`src/rtl/gpio_irq.sv`:
```
`default_nettype none
// ============================================================================
//  Module   : gpio_irq
//  Brief    : Memory-bus GPIO with per-pin direction, input synchroniser,
//             programmable debounce filter, rise/fall edge detection,
//             sticky W1C pending bits and one level interrupt line.
//  Revision : 1.0 - initial release
// ============================================================================
module gpio_irq #(
    parameter  int GPIO_NUM    = 16,
    parameter  int SYNC_STAGES = 2,   // must be >= 2
    parameter  int DEBOUNCE_W  = 8,   // must be <= MEM_BUS_W
    parameter  int MEM_BUS_W   = 32,
    parameter  int INST_BUS_W  = 32,
    localparam int c_NPIN      = (GPIO_NUM > MEM_BUS_W) ? MEM_BUS_W : GPIO_NUM
) (
    input  logic                  clk_i,
    input  logic                  rst_ni,
    input  logic                  we_i,
    input  logic [INST_BUS_W-1:0] addr_i,
    input  logic [MEM_BUS_W-1:0]  data_i,
    output logic [MEM_BUS_W-1:0]  data_o,
    input  logic [c_NPIN-1:0]     io_pin_i,
    output logic [c_NPIN-1:0]     io_pin_o,
    output logic [c_NPIN-1:0]     io_oe_o,
    output logic                  irq_o
);

    localparam logic [4:0] c_OFF_DIR   = 5'h00;
    localparam logic [4:0] c_OFF_OUT   = 5'h04;
    localparam logic [4:0] c_OFF_IN    = 5'h08;
    localparam logic [4:0] c_OFF_RISE  = 5'h0C;
    localparam logic [4:0] c_OFF_FALL  = 5'h10;
    localparam logic [4:0] c_OFF_PEND  = 5'h14;
    localparam logic [4:0] c_OFF_DEBNC = 5'h18;

    logic [c_NPIN-1:0]     r_dir;
    logic [c_NPIN-1:0]     r_out;
    logic [c_NPIN-1:0]     r_rise;
    logic [c_NPIN-1:0]     r_fall;
    logic [c_NPIN-1:0]     r_pend;
    logic [DEBOUNCE_W-1:0] r_debnc;
    logic [c_NPIN-1:0]     r_sync [SYNC_STAGES];

    logic [4:0]            w_sel;
    logic                  w_wr_dir;
    logic                  w_wr_out;
    logic                  w_wr_rise;
    logic                  w_wr_fall;
    logic                  w_wr_pend;
    logic                  w_wr_debnc;
    logic [c_NPIN-1:0]     w_sync;
    logic [c_NPIN-1:0]     w_filt;
    logic [c_NPIN-1:0]     w_upd;
    logic [c_NPIN-1:0]     w_set;
    logic [c_NPIN-1:0]     w_clr;
    logic [MEM_BUS_W-1:0]  w_rdata;
    logic                  w_unused_bits;

    // Only the low five address bits select a register; the rest are ignored.
    assign w_sel         = addr_i[4:0];
    assign w_unused_bits = ^{addr_i, data_i};

    assign w_wr_dir   = we_i && (w_sel == c_OFF_DIR);
    assign w_wr_out   = we_i && (w_sel == c_OFF_OUT);
    assign w_wr_rise  = we_i && (w_sel == c_OFF_RISE);
    assign w_wr_fall  = we_i && (w_sel == c_OFF_FALL);
    assign w_wr_pend  = we_i && (w_sel == c_OFF_PEND);
    assign w_wr_debnc = we_i && (w_sel == c_OFF_DEBNC);

    assign w_clr = w_wr_pend ? data_i[c_NPIN-1:0] : '0;

    // An accepted filter transition raises pending when its direction is enabled.
    assign w_set = w_upd & ((w_sync & r_rise) | (~w_sync & r_fall));

    // Control registers and sticky pending bits; a new event beats a same-cycle W1C.
    always_ff @(posedge clk_i) begin
        if (!rst_ni) begin
            r_dir   <= '0;
            r_out   <= '0;
            r_rise  <= '0;
            r_fall  <= '0;
            r_pend  <= '0;
            r_debnc <= '0;
        end else begin
            if (w_wr_dir)   r_dir   <= data_i[c_NPIN-1:0];
            if (w_wr_out)   r_out   <= data_i[c_NPIN-1:0];
            if (w_wr_rise)  r_rise  <= data_i[c_NPIN-1:0];
            if (w_wr_fall)  r_fall  <= data_i[c_NPIN-1:0];
            if (w_wr_debnc) r_debnc <= data_i[DEBOUNCE_W-1:0];
            r_pend <= (r_pend & ~w_clr) | w_set;
        end
    end

    // Multi-flop synchroniser bringing the asynchronous pads into clk_i.
    always_ff @(posedge clk_i) begin
        if (!rst_ni) begin
            for (int s = 0; s < SYNC_STAGES; s++) begin
                r_sync[s] <= '0;
            end
        end else begin
            r_sync[0] <= io_pin_i;
            for (int s = 1; s < SYNC_STAGES; s++) begin
                r_sync[s] <= r_sync[s-1];
            end
        end
    end

    assign w_sync = r_sync[SYNC_STAGES-1];

    for (genvar gi = 0; gi < c_NPIN; gi++) begin : g_pin
        logic                  r_filt;
        logic [DEBOUNCE_W-1:0] r_cnt;
        logic                  w_diff;
        logic                  w_ripe;

        // Using >= lets a threshold lowered mid-count still complete the transition.
        assign w_diff = w_sync[gi] ^ r_filt;
        assign w_ripe = (r_cnt >= r_debnc);

        // Debounce: the filtered value follows only after T+1 consecutive differing samples.
        always_ff @(posedge clk_i) begin
            if (!rst_ni) begin
                r_filt <= 1'b0;
                r_cnt  <= '0;
            end else if (!w_diff) begin
                r_cnt  <= '0;
            end else if (w_ripe) begin
                r_filt <= w_sync[gi];
                r_cnt  <= '0;
            end else begin
                r_cnt  <= r_cnt + 1'b1;
            end
        end

        assign w_filt[gi] = r_filt;
        assign w_upd[gi]  = w_diff & w_ripe;
    end

    // Combinational read mux, forced to zero while reset is held.
    always_comb begin
        w_rdata = '0;
        if (rst_ni) begin
            case (w_sel)
                c_OFF_DIR:   w_rdata[c_NPIN-1:0]     = r_dir;
                c_OFF_OUT:   w_rdata[c_NPIN-1:0]     = r_out;
                c_OFF_IN:    w_rdata[c_NPIN-1:0]     = w_filt;
                c_OFF_RISE:  w_rdata[c_NPIN-1:0]     = r_rise;
                c_OFF_FALL:  w_rdata[c_NPIN-1:0]     = r_fall;
                c_OFF_PEND:  w_rdata[c_NPIN-1:0]     = r_pend;
                c_OFF_DEBNC: w_rdata[DEBOUNCE_W-1:0] = r_debnc;
                default:     w_rdata                 = '0;
            endcase
        end
    end

    assign data_o   = w_rdata;
    assign io_pin_o = r_out;
    assign io_oe_o  = r_dir;
    assign irq_o    = |r_pend;

endmodule
`default_nettype wire

```
`config.mk`:
```
export PLATFORM = sky130hd
export DESIGN_NAME = gpio_irq
export DESIGN_NICKNAME = d
export VERILOG_FILES = /design/src/rtl/gpio_irq.sv
export SDC_FILE = /design/constraint.sdc
export NUM_CORES = 1
export LEC_CHECK = 0
export BUFFER_PORTS_ARGS = -buffer_cell sky130_fd_sc_hd__buf_2
export CAP_MARGIN = 20
export CORE_MARGIN = 2
export CORE_UTILIZATION = 46
export DETAILED_ROUTE_END_ITERATION = 12
export PLACE_DENSITY = 0.63
export SYNTH_ARGS = -nofsm -noshare
export SYNTH_HDL_FRONTEND = slang
export SYNTH_SLANG_ARGS = --single-unit
```
`constraint.sdc`:
```
create_clock -name clk_i -period 2 [get_ports clk_i]
set_input_delay 0.2 -clock clk_i [delete_from_list [all_inputs] [get_ports clk_i]]
set_output_delay 0.2 -clock clk_i [all_outputs]
set_load 0.02 [all_outputs]
```
==> reports/results.tsv <==
metric	value	unit
globalRouteTotalUtil	22.6	%
drtIter0Drc	872	
synth_enable_flop_cells	0	
nNetsFinal	1904	
post-route-util	56.9	%
cts_root_buf	sky130_fd_sc_hd__clkbuf_16	
gp_congestion	0.828	
fmaxAchievable	518	MHz
post_route_cells_drive_above_1_share	16.2	%
required	1.80	ns
drc	0	
syn2layout_area_growth	22.8	%
floorplan.rows	63	
dp.cells	1998	
timing.max_slew.rel_slack	64.8	%
layout_common_cells	258 x sky130_fd_sc_hd__dfxtp_1, 139 x sky130_fd_sc_hd__ha_1, 132 x sky130_fd_sc_hd__nor2_1, 132 x sky130_fd_sc_hd__nand2_1, 116 x sky130_fd_sc_hd__nand3_1	
timing.final.setup_violations	0	
clock-sinks	264	
n_antenna_cell	0	
num-fill-cells	2612	
hold_path_startpoint	we_i	
synth_async_sr_flop_share	0	%
routedWlPerCell	17.1	µm
worst_skew_pair.late_latency	0.56	ns
cts_inserted_buffers	30	
core	29400	µm²
synth_cells	1511	
antenna_left	0	
fp.dieW	176	µm
dpl.hpwl	23700	µm
clockBufferDepth	3	
initial_core_utilization	46.4	%
post-route-period-util	96.5	%
yosysUniqueCellTypes	46	
busiest_layer	met2	
critPathLaunch	r_pend[11]	
timing_worst_slew_pin_value	0.527	ns
power.density_cell_area	733	nW/µm²
report.final.hold_viol_count	0	
timing.max_cap.violations	0	
finClkSkew	0.0189	ns
main_synth_ff_type	sky130_fd_sc_hd__dfxtp_1	
power.static_leakage	6.83	nW
groute.layer.met2.usage	37.2	%
final_cell_count_no_fill	2090	
grtUsageMet1	31.9	%
run_status	completed	
startpoint_type	flop	
postRouteWirelength	35700	µm
grt_start_max_net_pins	69	
m3_gr_usage	3.01	%
vdd_ir_drop_max	641	µV
h-tree-depth	1	
first_pass_iters	7	
synth_seq_area_share	38.8	%
final_period_minus_worst_setup_slack	1.93	ns
synthesis.area	13600	µm²
most_common_library_cell_in_the_layout_ignoring_fill_and_taps	sky130_fd_sc_hd__dfxtp_1	
finalMaxSlewViolations	0	
yosys_warning_count	0	
chipHeight	176	µm
hp-class	primary input to flop	
placement.io_buffers	88	
clock_tree_from_tritoncts	built	
crit-reg2reg-launch	r_debnc[2]	
timing.critical_path.arrival	1.73	ns
globalRouteOverflowTotal	0	
worst_setup_path_end_kind	output port	
top_level_ports	148	
worst_setup_hold_path_clk_slew	0.06	ns
fp.dieArea	31000	µm²
grt_pass1_vias	10600	
worst-setup-path-type	flop to output port	
ys_seq_elements	264	
number_of_antenna_violations_at_the_first_check_in_global_routing	0	
grt_pass1_wl	56300	µm
routed_vias_inst	5.37	
routed-via-count	11200	
timing.critical_path.fanout_max	3	
syn-mean-instance-area	9.02	µm²
-- cells in the mapped netlist (2+ instances only) --
library cell,instances,share of area [%]
sky130_fd_sc_hd__dfxtp_1,264,39
sky130_fd_sc_hd__ha_1,144,13
sky130_fd_sc_hd__nor2_1,143,3.9
sky130_fd_sc_hd__nand2_1,132,3.6
sky130_fd_sc_hd__nand3_1,125,4.6
sky130_fd_sc_hd__xor2_1,90,5.8
sky130_fd_sc_hd__a21oi_1,50,1.8
sky130_fd_sc_hd__nor2b_1,49,2.2
sky130_fd_sc_hd__inv_1,46,1.3
sky130_fd_sc_hd__a21boi_0,44,2.4
sky130_fd_sc_hd__a22oi_1,40,2.2
sky130_fd_sc_hd__and3_1,40,1.8
sky130_fd_sc_hd__mux2i_1,40,2.9
sky130_fd_sc_hd__and2_1,33,1.5
sky130_fd_sc_hd__o21ai_0,32,1.2
sky130_fd_sc_hd__nand3b_1,25,1.4
sky130_fd_sc_hd__a31oi_1,23,1.1
sky130_fd_sc_hd__xnor2_1,22,1.4
sky130_fd_sc_hd__clkbuf_1,21,0.58
sky130_fd_sc_hd__buf_4,20,1.1
sky130_fd_sc_hd__buf_2,13,0.48
sky130_fd_sc_hd__a21boi_1,10,0.55
sky130_fd_sc_hd__a211oi_1,9,0.50
sky130_fd_sc_hd__nor3_1,9,0.33
sky130_fd_sc_hd__o21a_1,9,0.50
sky130_fd_sc_hd__a222oi_1,8,0.59
sky130_fd_sc_hd__nand4_1,8,0.37
sky130_fd_sc_hd__a21oi_2,7,0.45
sky130_fd_sc_hd__a31o_1,7,0.45
sky130_fd_sc_hd__nand2b_1,7,0.32
sky130_fd_sc_hd__nand4b_1,7,0.45
sky130_fd_sc_hd__o211ai_1,7,0.39
sky130_fd_sc_hd__buf_6,5,0.41
sky130_fd_sc_hd__nor4_1,4,0.18
sky130_fd_sc_hd__a21boi_2,3,0.25
sky130_fd_sc_hd__buf_1,3,0.083
sky130_fd_sc_hd__and3b_1,2,0.13
sky130_fd_sc_hd__nand2_2,2,0.092
-- cells by family (layout without fill, tap and decap cells) --
family | Yosys count | after routing | synth area share (%)
buffers and inverters | 110 | 284 | 4.10
AND/OR/NAND/NOR | 591 | 591 | 21.4
other | 1 | 16 | 0.0275
XOR/XNOR | 112 | 112 | 7.20
AO/OA/AOI/OAI | 249 | 249 | 12.4
adder cells (fa/ha/maj) | 144 | 144 | 13.2
multiplexers | 40 | 40 | 2.94
flip-flops | 264 | 264 | 38.8
-- registers in the layout (all words and copies together), names as in the netlist --
register,flops
g_pin.r_cnt,128
g_pin.r_filt,16
io_oe_o,16
io_pin_o,16
r_debnc,8
r_fall,16
r_pend,16
r_rise,16
r_sync,32
-- repair_timing --
action / in CTS / in global routing
setup buffers: 0 / 4
hold buffers: 32 / 0
resized for setup: 9 / 72
hold endpoints to repair: 77 / 0
pin swaps: 1 / 23
setup endpoints to repair: 11 / 130
cloned: 0 / 1
-- layer usage --
layer | share of wire [%] | wire length [µm]
met3 | 5.9 | 2100
met2 | 46 | 16300
met1 | 47 | 16700
met4 | 1.6 | 567
met5 | 0 | 0
-- power breakdown --
group	switching, mW	internal, mW	leakage, nW
clock network	2.26	4.13	0.567
logic	0.294	0.229	4.12
registers	0.0455	5.31	2.14
total	2.60	9.67	6.83
-- final cells by class --
class	count	area (µm²)	area share, %
clock buffers	41	893	5.34
clock inverters	14	278	1.66
inverters	46	175	1.05
multi-input cells	1152	8130	48.6
flip-flops and latches	264	5290	31.6
well taps	390	488	2.92
repair buffers	183	1480	8.81
-- critical path, cell delays in order (launching register included) --
cell,delay [ns]
sky130_fd_sc_hd__dfxtp_1,0.34
sky130_fd_sc_hd__nor4_2,0.33
sky130_fd_sc_hd__nand4_1,0.27
sky130_fd_sc_hd__buf_6,0.22
-- stage by stage --
step | instance area (µm²) | hold slack, ns | setup slack [ns] | power (mW) | TNS [ns]
6_report | 16700 | 0.110 | 0.0705 | 12.3 | 0
5_1_grt | 16700 | 0.148 | -0.0337 | 12.6 | -0.124
3_3_place_gp | 14900 | 0.406 | 0.0489 | 5.91 | 0
4_1_cts | 16400 | 0.0953 | 0.00767 | 12.4 | 0
3_5_place_dp | 14900 | 0.411 | 0.00714 | 5.92 | 0
2_1_floorplan | 13700 | 0.327 | 0.119 | 5.74 | 0
-- final timing paths --
check | slack, ns | cells past startpoint | endpoint
hold / removal | 0.11 | 3 | io_oe_o[3]
setup / recovery | 0.07 | 3 | irq_o
hold reg to reg | 0.43 | 1 | r_sync[0][21]
setup reg to reg | 0.08 | 9 | g_pin[1].r_filt
(Power assumes the default switching activity.)
